===== src/rtl/cache_ctrl_fsm.sv =====
// Controller FSM between a CPU port, a four-way cache set and a byte-wide memory port.
// Optional hit/miss counters are built only when CACHE_CTRL_STATS_EN is defined.
module cache_ctrl_fsm #(
  parameter int unsigned ADDRESS_WORD_SIZE = 32,
  parameter int unsigned BLOCK_SIZE        = 8,
  parameter int unsigned WORD_SIZE         = 8
) (
  input  logic                         clk,
  input  logic                         rst_b,
  // CPU side
  input  logic                         cpu_req,
  input  logic                         cpu_we,
  input  logic [ADDRESS_WORD_SIZE-1:0] cpu_addr,
  input  logic [WORD_SIZE-1:0]         cpu_wdata,
  output logic [WORD_SIZE-1:0]         cpu_rdata,
  output logic                         cpu_ready,
  // Cache set side
  output logic [ADDRESS_WORD_SIZE-1:0] set_addr,
  output logic                         try_read,
  output logic                         try_write,
  output logic                         cache_write,
  output logic [WORD_SIZE-1:0]         set_wdata,
  input  logic                         hit_miss,
  input  logic [1:0]                   hit_index,
  input  logic                         dirty_out,
  input  logic                         valid_out,
  input  logic [WORD_SIZE-1:0]         set_data,
  output logic [1:0]                   victim_way,
  // Memory side
  output logic                         mem_req,
  output logic                         mem_we,
  output logic [ADDRESS_WORD_SIZE-1:0] mem_addr,
  output logic [WORD_SIZE-1:0]         mem_wdata,
  input  logic [WORD_SIZE-1:0]         mem_rdata,
  input  logic                         mem_ack
`ifdef CACHE_CTRL_STATS_EN
  ,
  output logic [15:0]                  hit_count,
  output logic [15:0]                  miss_count
`endif
);

  localparam int unsigned OffW  = $clog2(BLOCK_SIZE);
  localparam int unsigned BeatW = OffW + 1;
  localparam logic [BeatW-1:0] LastBeat = BeatW'(BLOCK_SIZE - 1);

  typedef enum logic [2:0] {
    StIdle      = 3'd0,
    StLookup    = 3'd1,
    StWriteback = 3'd2,
    StRefill    = 3'd3,
    StRespond   = 3'd4
  } state_e;

  state_e                         state_q;
  logic                           we_q;
  logic [ADDRESS_WORD_SIZE-1:0]   addr_q;
  logic [WORD_SIZE-1:0]           wdata_q;
  logic                           retry_q;
  logic [BeatW-1:0]               beat_q;

  logic [ADDRESS_WORD_SIZE-1:0]   line_base;
  logic [ADDRESS_WORD_SIZE-1:0]   next_addr;
  logic                           beat_done;
  logic                           last_beat;
  logic                           unused_ok;

  assign line_base = {addr_q[ADDRESS_WORD_SIZE-1:OffW], {OffW{1'b0}}};
  assign next_addr = line_base + ADDRESS_WORD_SIZE'(beat_q) + ADDRESS_WORD_SIZE'(1);
  assign beat_done = mem_req & mem_ack;
  assign last_beat = (beat_q == LastBeat);

  // The write must land in the set in the same cycle the hit is reported, so this strobe
  // is decoded from the registered state and the live hit flag rather than registered.
  assign cache_write = (state_q == StLookup) & we_q & hit_miss;

  // Victim bytes stream straight from the set during writeback.
  assign mem_wdata = (state_q == StWriteback) ? set_data : '0;

  // Refill data and the hit way are consumed by the set itself, not by this controller.
  assign unused_ok = ^{mem_rdata, hit_index};

  always_ff @(posedge clk or negedge rst_b) begin
    if (!rst_b) begin
      state_q    <= StIdle;
      we_q       <= 1'b0;
      addr_q     <= '0;
      wdata_q    <= '0;
      retry_q    <= 1'b0;
      beat_q     <= '0;
      cpu_rdata  <= '0;
      cpu_ready  <= 1'b0;
      set_addr   <= '0;
      set_wdata  <= '0;
      try_read   <= 1'b0;
      try_write  <= 1'b0;
      victim_way <= 2'd0;
      mem_req    <= 1'b0;
      mem_we     <= 1'b0;
      mem_addr   <= '0;
`ifdef CACHE_CTRL_STATS_EN
      hit_count  <= 16'd0;
      miss_count <= 16'd0;
`endif
    end else begin
      unique case (state_q)
        StIdle: begin
          retry_q <= 1'b0;
          if (cpu_req) begin
            we_q      <= cpu_we;
            addr_q    <= cpu_addr;
            wdata_q   <= cpu_wdata;
            set_addr  <= cpu_addr;
            set_wdata <= cpu_wdata;
            try_read  <= ~cpu_we;
            try_write <= cpu_we;
            state_q   <= StLookup;
          end
        end

        StLookup: begin
          try_read  <= 1'b0;
          try_write <= 1'b0;
`ifdef CACHE_CTRL_STATS_EN
          // Only the first probe of a request is counted; the post-refill retry is not.
          if (!retry_q) begin
            if (hit_miss) begin
              if (hit_count != 16'hFFFF) hit_count <= hit_count + 16'd1;
            end else begin
              if (miss_count != 16'hFFFF) miss_count <= miss_count + 16'd1;
            end
          end
`endif
          if (hit_miss) begin
            cpu_ready <= 1'b1;
            cpu_rdata <= we_q ? wdata_q : set_data;
            state_q   <= StRespond;
          end else if (retry_q) begin
            // Refill did not produce a hit: abandon the request without a response.
            state_q <= StIdle;
          end else begin
            beat_q   <= '0;
            mem_req  <= 1'b1;
            mem_addr <= line_base;
            if (valid_out && dirty_out) begin
              mem_we  <= 1'b1;
              state_q <= StWriteback;
            end else begin
              mem_we  <= 1'b0;
              state_q <= StRefill;
            end
          end
        end

        StWriteback: begin
          if (beat_done) begin
            if (last_beat) begin
              beat_q   <= '0;
              mem_addr <= line_base;
              mem_we   <= 1'b0;
              state_q  <= StRefill;
            end else begin
              beat_q   <= beat_q + 1'b1;
              mem_addr <= next_addr;
            end
          end
        end

        StRefill: begin
          if (beat_done) begin
            if (last_beat) begin
              beat_q     <= '0;
              mem_req    <= 1'b0;
              mem_we     <= 1'b0;
              victim_way <= victim_way + 2'd1;
              retry_q    <= 1'b1;
              try_read   <= ~we_q;
              try_write  <= we_q;
              state_q    <= StLookup;
            end else begin
              beat_q   <= beat_q + 1'b1;
              mem_addr <= next_addr;
            end
          end
        end

        StRespond: begin
          cpu_ready <= 1'b0;
          state_q   <= StIdle;
        end

        default: begin
          state_q <= StIdle;
        end
      endcase
    end
  end

endmodule


===== config.mk =====
export PLATFORM = sky130hd
export DESIGN_NAME = cache_ctrl_fsm
export DESIGN_NICKNAME = d
export VERILOG_FILES = /design/src/rtl/cache_ctrl_fsm.sv
export SDC_FILE = /design/constraint.sdc
export NUM_CORES = 1
export LEC_CHECK = 0
export CAP_MARGIN = 40
export CORE_MARGIN = 2
export CORE_UTILIZATION = 41
export DETAILED_ROUTE_END_ITERATION = 8
export GPL_ROUTABILITY_DRIVEN = 1
export PLACE_DENSITY = 0.88
export SYNTH_ARGS = -nofsm -noshare
export SYNTH_HDL_FRONTEND = slang
export SYNTH_SLANG_ARGS = --single-unit

===== constraint.sdc =====
create_clock -name clk -period 1.95 [get_ports clk]
set_input_delay 0.39 -clock clk [delete_from_list [all_inputs] [get_ports clk]]
set_output_delay 0.39 -clock clk [all_outputs]
set_load 0.005 [all_outputs]

[Yosys cells after proc, flatten, opt, wreduce, memory -nomap -nowiden]
Cells that the tools add are included.
Operators by class
  mux-type cells: 45
  shift operators: 0
  $mul: 0
  $lt $le $gt $ge: 0
  reductions and logical operators: 20
  div/mod/pow operators: 0
  eq/ne operators: 16
  add/sub/neg operators: 4
  bitwise logic cells: 5
Operator list (count)
  $mux 32: 6
  $pmux 32 s3: 1
  $add 32x1->32 const B: 1
  $add 32x4->32: 1
  $mux 3: 6
  $ne 2x2->1 const B: 9
  $mux 1: 17
  $mux 4: 4
  $mux 8: 2
  $reduce_and 5->1: 3
  $pmux 3 s4: 1
  $pmux 1 s2: 4
  $pmux 4 s2: 1
  $reduce_and 4->1: 2
  $reduce_bool 2->1: 4
  $eq 3x2->1 const B: 2
  $pmux 1 s3: 2
  $reduce_and 2->1: 3
  $reduce_and 3->1: 2
  $reduce_and 6->1: 1
  $reduce_bool 3->1: 2
  $add 4x1->4 const B: 1
  $eq 4x3->1 const B: 1
  $ne 2x1->1 const B: 2
  other kinds (9): 12
Word-level totals
  latch bits: 0
  memories: 0
  bits in read-only memories: 0
  memory bits (writable): 0
  bits in registers: 96
  input port bits: 66

[Depth between registers and ports, before layout]
Gate-level depths: netlist of the first run.
  word-level depth: 5
  mapped depth: 8

[Worst setup path after synthesis of the first run]
OpenSTA, ideal clock, no wires.
  path type: register -> register
  from: register addr_q[3]
  to: register mem_addr[30]
  buffers on the path: 0
  data required time: 1.887 ns
  arrival: 2.034 ns
  stages on the path, launching flop included: 7
  path slack: -0.147 ns
  cell sequence: dfrtp_1 > ha_1 > a31oi_1 > or3b_1 > or4_1 > a21oi_1 > o22a_2
Between the ends
  cells in the longest elaborated chain, start to end: 5
  elaborated cells between the ends (all ways): 7
  classes of those cells: 2 x add/sub; 5 x mux
Ends and longest elaborated chain
  start: declaration: line 57  | logic [ADDRESS_WORD_SIZE-1:0] addr_q;
  start signal: assignment: line 111  | addr_q <= cpu_addr;
  $add 32x4->32 (*): line 69  | assign next_addr = line_base + ADDRESS_WORD_SIZE'(beat_q) + ADDRESS_WORD_SIZE'(1);
  $add 32x1->32 (*): line 69
  $mux 32, on equally long branches: line 171, 157
  $mux 32, on equally long branches: line 170, 156
  $pmux 32 s3 (*): line 106  | unique case (state_q)
  end signal: assignment: line 159  | mem_addr <= line_base;
  end signal: assignment: line 164  | mem_addr <= next_addr;
  end signal: assignment: line 182  | mem_addr <= next_addr;
  end: declaration: line 32  | output logic [ADDRESS_WORD_SIZE-1:0] mem_addr,
Every way passes the cells marked *; elsewhere a longest branch is shown, timed or not. The select of a mux whose other input is x is not followed.
A chain may end at the register's enable or synchronous reset.

[Final worst setup path of the first run]
  from: register addr_q[25]
  to: register mem_addr[30]
The elaborated chain is that of the path after synthesis.

==> results.md, run 1 <==
* Outcome: finished with violations
* Failing checks: negative setup slack
* Syn. warnings at 0
* Mapped Area at ~4500 sq um
* Gr busiest metal: met2
* DRC Markers at 0
* Clock Latency Late Sink at ~360 ps
* FF-to-FF path depth at 5
* Worst setup margin at -74.7 ps
* Least-Margin Pin Slew at just under 500 ps
* Synthesized Nets at 496
* Final core utilization at 0.673
* Slew Limit Fails at 0
* Die Y at roughly 110 um
* Slowest cell on the critical path: or4_4
* Post-route ant nets at 0
* Initial DRT Pass Iterations at 4
* Wirelength per Cell at approximately 18 um
* Initial antenna violation count at 0
* Peak supply drop at between 800 and 900 uV
* Die Width at about 110 um
* Root Driver: clkbuf_8
* Hold_ws at around 480 ps
* Largest net degree at the start of global routing at 39
* CTS tree: done
* Pre-CTS setup slack at -152 ps
* #FFs+latches synth at 96
* Clock transition at the registers of the reported paths at 100 ps
* Leak at 3.04 nW
* Starting Density at 0.417
* PD cells at approximately 1600 nW/um^2
* Met3 Use GR at 0.0658
* Syn_area_per_cell at roughly 11 sq um
* Synth cell types at 43
* Worst endpoint required time at roughly 2300 ps
* RSZ-0062 raised after global routing: yes
* Max-Slew Margin vs Limit at 0.669
* Tcrit/Tclk final at 1.04
* Gr usage total at 0.232
* Setup violators final at 1
* CP Class: reg -> reg
* Simple-gate share of the synthesized area at 0.163
* Post-synthesis adder-cell area fraction at 0.00556
* IO Pins at approximately 160
* Yosys top cell area share at 0.533
* Final Power at between 10 and 15 mW
* Hold Path Class: in -> async
* CP startpoint kind: register
* Placer Congestion at approximately 0.9
* TritonCTS Sinks at 96
* Crit path capture type: register
* Core ar. at between 10000 and 15000 sq um
* Final Hold Violating Endpoints at 0
* Global-route wire length before repair at 21000 um
* Compound-gate portion of the synthesized area at 0.0936
* Tmin final at 2020 ps
* DP HPWL at between 9000 and 10000 um
* DIE AREA at between 10000 and 15000 sq um
* Area contributors post-synth: dfrtp_1 53%, mux2_2 9.8%, xnor2_1 5.6%, o21ai_0 4.6%, nand2_1 4.5%
* IO buf count at between 150 and 200
* Vias in the first global route at between 4000 and 5000
* Final net count at between 700 and 800
* Congestion Overflow GR at 0
* Share of cells above drive strength 1 at 0.262
* 1st-iter DRT viols at about 150
* Post-Route WL at around 15000 um
* Site row count at 38
* TritonCTS buffer count at 9
* CTS max path bufs at 2
* GR met2 Demand/Resource at 0.403
* Seq/Total Area, Yosys at 0.533
* Main combinational cell family by area after synthesis: simple AND/OR/NAND/NOR gates
* Post-Synth XOR/XNOR Area at 0.0603
* Vias per cell at 5.39
* Arrival time at the worst endpoint at 2330 ps
* Area delta synth->final at 61.3%
* Crit-path max FO at 2
* CP max stage delay at between 500 and 600 ps
* F_max at approximately 490 MHz
* Cells along the critical path: nand4_1, or4_4, or4_4, a21oi_2, o22a_2
* Skew final at ~14 ps
* Antenna cells at 0
* Maxcap violations at 0
* DR vias at around 4200
* Cell taking the most area after synthesis: dfrtp_1
* Met1 Track Usage GR at 0.263
* H-tree levels at 3
* CP most frequent cell: or4_4
* Multiplexer area fraction after synthesis at 0.115
* Cell count after synthesis at approximately 430
## synthesized netlist by cell type
cell,number
xnor2_1,29
nor2b_1,3
nor2_1,26
o41ai_1,1
nor3b_1,1
nand4bb_1,1
o21ai_0,41
o21ai_1,1
nor4_1,13
and2_1,3
nand3b_1,4
and3_1,13
xor2_1,2
nand2b_1,1
or3b_1,1
nor4b_1,2
buf_4,1
buf_2,7
o31ai_1,5
or4_1,2
inv_1,7
a31oi_1,4
nand2_1,54
dfrtp_1,96
clkbuf_1,16
ha_1,2
mux2_2,39
nand4_1,3
nand3_2,1
and3_2,1
nand4_2,1
and4_1,1
a311oi_1,1
mux2i_1,8
o22ai_1,1
a211oi_1,2
a41oi_1,1
o22a_2,1
a211o_1,1
a22o_1,2
nor3_1,10
nand3_1,6
a21oi_1,13
## cell type report
cell class,instances,area (sq um)
Clock buffer,13,149
Clock inverter,1,5.00
Fill cell,807,3530
Inverter,7,26.3
Multi-Input combinational cell,302,2240
Sequential cell,96,2400
Tap cell,140,175
Timing Repair Buffer,229,2260
## cell families after synthesis
logic type	count (synthesis)
AND/OR/NAND/NOR	147
flip-flops	96
AO/OA/AOI/OAI	74
multiplexers	47
XOR/XNOR	31
buffers and inverters	31
adder cells (fa/ha/maj)	2
## path summary, 6_finish.rpt
path	startpoint	end	slack (ps)
setup / recovery	addr_q[25]$_DFFE_PN0P_	mem_addr[30]$_DFFE_PN0P_	-70
hold / removal	rst_b	cpu_ready$_DFFE_PN0P_	480
hold reg to reg	victim_way[1]$_DFFE_PN0P_	victim_way[1]$_DFFE_PN0P_	480
max in group asynchronous	rst_b	addr_q[23]$_DFFE_PN0P_	870
min in group clk	victim_way[1]$_DFFE_PN0P_	victim_way[1]$_DFFE_PN0P_	480
setup reg to reg	addr_q[25]$_DFFE_PN0P_	mem_addr[30]$_DFFE_PN0P_	-70
## sequential cells by signal, summed over array words and instances, names as in the netlist
name        flops
addr_q         32
mem_addr       32
cpu_rdata       8
wdata_q         8
beat_q          4
state_q         3
victim_way      2
cpu_ready       1
mem_req         1
mem_we          1
retry_q         1
try_read        1
try_write       1
we_q            1
## layout by cell type (no fill, tap or decap), types with 6 or more instances in the layout
cell	n
inv_1	6
nor3_1	9
nand2_1	53
dlygate4sd2_1	7
o21ai_1	8
buf_4	63
mux2_2	37
a21oi_1	10
clkbuf_8	10
mux2i_1	8
and3_1	12
nand3_1	6
o21ai_0	33
clkdlybuf4s50_1	141
xnor2_1	29
dfrtp_1	96
nor4_2	8
nor2_1	22
## critical path: cells and delay by family (launching register included)
family             cells  cell delay, ps
and+or+nand+nor        3            1300
DFF                    1             360
AOI/OAI and AO/OA      2             330
## per-layer routing
metal,vias to the layer above,share of wire
li1,1943,-
met1,2096,0.38
met2,182,0.53
met3,25,0.074
met4,0,0.020
met5,-,0
## repair_timing
item / CTS / global route
setup buffers: 6 / 8
cloned: 1 / 6
pin swaps: 3 / 16
setup endpoints to repair: 19 / 41
hold buffers: 1 / 0
resized for setup: 20 / 47
endpoints found under the hold margin: 23 / 0
## stage by stage
stage               instance area [sq um]  TNS (ps)  std cells
floorplan                            4550     -8.22        428
global placement                     6630     -2410        753
detailed placement                   6630     -5680        753
CTS                                  6900     -53.2        775
global route                         7260      -946        788
finish                               7260     -74.7        788
## power by group
part	internal, mW	switching [mW]
combinational	4.15	2.98
sequential	2.97	0.719
clock	0.486	0.660
total	7.60	4.35
Note: power is estimated with default switching activity, not from simulation.
==> inputs of run 2 (changes only) <==
--- a/config.mk
+++ b/config.mk
@@ -7,10 +7,11 @@
 export LEC_CHECK = 0
 export CAP_MARGIN = 40
 export CORE_MARGIN = 2
-export CORE_UTILIZATION = 41
+export CORE_UTILIZATION = 42
+export CTS_BUF_LIST = sky130_fd_sc_hd__clkbuf_2 sky130_fd_sc_hd__clkbuf_4 sky130_fd_sc_hd__clkbuf_8
 export DETAILED_ROUTE_END_ITERATION = 8
 export GPL_ROUTABILITY_DRIVEN = 1
-export PLACE_DENSITY = 0.88
+export PLACE_DENSITY = 0.9
 export SYNTH_ARGS = -nofsm -noshare
 export SYNTH_HDL_FRONTEND = slang
 export SYNTH_SLANG_ARGS = --single-unit
==> results.md, run 2 (synthesized netlist as in run 1, its figures left out) <==
* Outcome: finished with violations
* Failing checks: negative setup slack
* Clock Latency Late Sink at 370 ps (about the same)
* Arrival time at the worst endpoint at 2280 ps (-50 ps)
* IO buf count at 151 (unchanged)
* 1st-iter DRT viols at 378 (+150%)
* Final net count at 714 (+0.14%)
* Cell Area, Placed at 6640 sq um (+0.19%)
* Share of cells above drive strength 1 at 0.278 (+0.0157)
* Crit path capture type: register
* Least-Margin Pin Slew at 484 ps (-10.7 ps)
* Post-Route WL at 15200 um (+4.3%)
* Slew Limit Fails at 0 (unchanged)
* DIE AREA at 11600 sq um (-2.3%)
* Worst setup margin at -57.9 ps (+16.9 ps)
* Fin cells at 787 (-0.13%)
* DP HPWL at 9750 um (+0.35%)
* Tcrit/Tclk final at 1.03 (-0.00865)
* Final Cell Area at 7310 sq um (+0.65%)
* Global-route wire length before repair at 22000 um (+4.7%)
* Area delta synth->final at 62.3%
* Largest regs: addr_q (32), mem_addr (32)
* RSZ-0062 raised after global routing: yes
* CTS max path bufs at 2 (unchanged)
* Wirelength per Cell at 19.3 um (+4.4%)
* F_max at 498 MHz (+0.84%)
* Fill count at 690 (-14%)
* CTS tree: done
* TritonCTS buffer count at 9 (unchanged)
* Initial antenna violation count at 0 (unchanged)
* Tmin final at 2010 ps (-16.9 ps)
* Slowest cell on the critical path: a211o_4
* H-tree levels at 3 (unchanged)
* Max-Slew Margin vs Limit at 0.676 (+0.00657)
* IO Pins at 162 (unchanged)
* Die Y at 108 um (-1.2%)
* PD cells at 1670 nW/um^2 (+1.7%)
* Core ar. at 10400 sq um (-3.9%)
* Final Hold Violating Endpoints at 0 (unchanged)
* Most frequent cells in the layout: 141 x clkdlybuf4s50_1, 94 x dfrtp_1, 61 x buf_4
* Register Area at 2400 sq um (+0.10%)
* CP most frequent cell: buf_4
* Area of the multi-input gates at 2260 sq um (+0.61%)
* Commonest non-fill, non-tap cell in the layout: clkdlybuf4s50_1
* DR vias at 4387 (+3.3%)
* Clock transition at the registers of the reported paths at 110 ps (about the same)
* DRC Markers at 0 (unchanged)
* Site row count at 37 (-2.6%)
* Leak at 3.08 nW (+1.5%)
* DP Cell Count at 748 (-0.66%)
* Skew final at 13.1 ps (-0.913 ps)
* Placer Congestion at 0.894 (+1.4%)
* CP startpoint kind: register
* Crit-path max FO at 7 (+5)
* Peak supply drop at 811 uV (-6.0%)
* Setup violators final at 5 (+4)
* Starting Density at 0.434 (+0.0170)
* Die Width at 108 um (-1.2%)
* Vias in the first global route at 4302 (-0.69%)
* Congestion Overflow GR at 0 (unchanged)
* CP max stage delay at 420 ps (-140 ps)
* Maxcap violations at 0 (unchanged)
* Antenna cells at 0 (unchanged)
* Largest net degree at the start of global routing at 39 (unchanged)
* Vias per cell at 5.57 (+3.5%)
* Final core utilization at 0.705 (+0.0320)
* Hold Path Class: reg -> reg
* Worst endpoint required time at 2220 ps (-40 ps)
* TritonCTS Sinks at 96 (unchanged)
* Gr usage total at 0.245 (+0.0127)
* Cells along the critical path: buf_4, buf_4, buf_6, nor2b_4, a21oi_4, a211o_4, clkbuf_16, o21ai_0
* Root Driver: clkbuf_8
* CP Class: reg -> reg
* Post-route ant nets at 0 (unchanged)
* Initial DRT Pass Iterations at 5 (+1)
[run 2: cell types whose count changed in the layout (fill, tap and decap cells not counted), moves of 3 or more]
| cell | before | now |
|---|---|---|
| nor4_2 | 8 | 5 |
| o21ai_0 | 33 | 29 |
| nor4_4 | 4 | 7 |
| clkbuf_2 | 0 | 5 |
| o21ai_1 | 8 | 13 |
| nor2_4 | 4 | 1 |
| buf_6 | 5 | 9 |
| dlygate4sd2_1 | 7 | 0 |
| clkbuf_1 | 3 | 0 |
[run 2: power by group]
group          switching (mW)  internal (mW)  leakage (nW)  total, mW
combinational            3.07           4.08          1.82       7.15
sequential              0.742           2.97          1.16       3.71
clock                   0.760          0.609         0.102       1.37
[run 2: layout make-up]
| cell class | count | area share |
|---|---|---|
| timing repair buffer | 230 | 0.307 |
| clock inverter | 7 | 0.0110 |
| inverter | 7 | 0.00359 |
| tap | 136 | 0.0233 |
| multi-input combinational | 302 | 0.309 |
| clock buffer | 9 | 0.0169 |
| sequential | 96 | 0.329 |
[run 2: per-stage QoR]
step	total power, mW	hold WS [ps]	setup WS [ps]	TNS (ps)
after floorplan	6.24	94.4	-8.22	-8.22
after global placement	9.50	343	-124	-2150
after detailed placement	9.80	346	-157	-3790
after CTS	11.5	486	-107	-251
after global routing	12.9	521	-118	-1890
final	12.2	487	-57.9	-143
[run 2: repair_timing]
| action | CTS | global route |
|---|---|---|
| setup endpoints to repair | 17 | 42 |
| buffers inserted | 11 | 5 |
| endpoints found under the hold margin | 28 | 0 |
| cloned | 1 | 6 |
| pin swaps | 5 | 13 |
| hold buffers | 1 | 0 |
| resized for setup | 42 | 49 |
[run 2: per-layer routing]
layer	routed length (um)	GRT usage	share of wire
met4	445	0.0971	0.029
met1	5800	0.303	0.38
met5	0	0	0
met3	966	0.0436	0.064
met2	7960	0.424	0.52
[run 2: final timing paths]
check                      depth (start not counted)  slack [ps]                        end                      start
max in group asynchronous                          3         890   mem_addr[10]$_DFFE_PN0P_                      rst_b
hold / removal                                     1         490  victim_way[1]$_DFFE_PN0P_  victim_way[1]$_DFFE_PN0P_
min in group asynchronous                          2         510   mem_addr[28]$_DFFE_PN0P_                      rst_b
setup / recovery                                   8         -60    mem_addr[4]$_DFFE_PN0P_     state_q[2]$_DFFE_PN0P_
hold reg to reg                                    1         490  victim_way[1]$_DFFE_PN0P_  victim_way[1]$_DFFE_PN0P_
setup reg to reg                                   8         -60    mem_addr[4]$_DFFE_PN0P_     state_q[2]$_DFFE_PN0P_
[run 2: worst max-delay path: cells and delay by family, from the launching register on]
kind                   cells  cell delay (ps)
buffers and inverters      4              620
AOI/OAI and AO/OA          3              750
DFF                        1              400
and+or+nand+nor            1              140
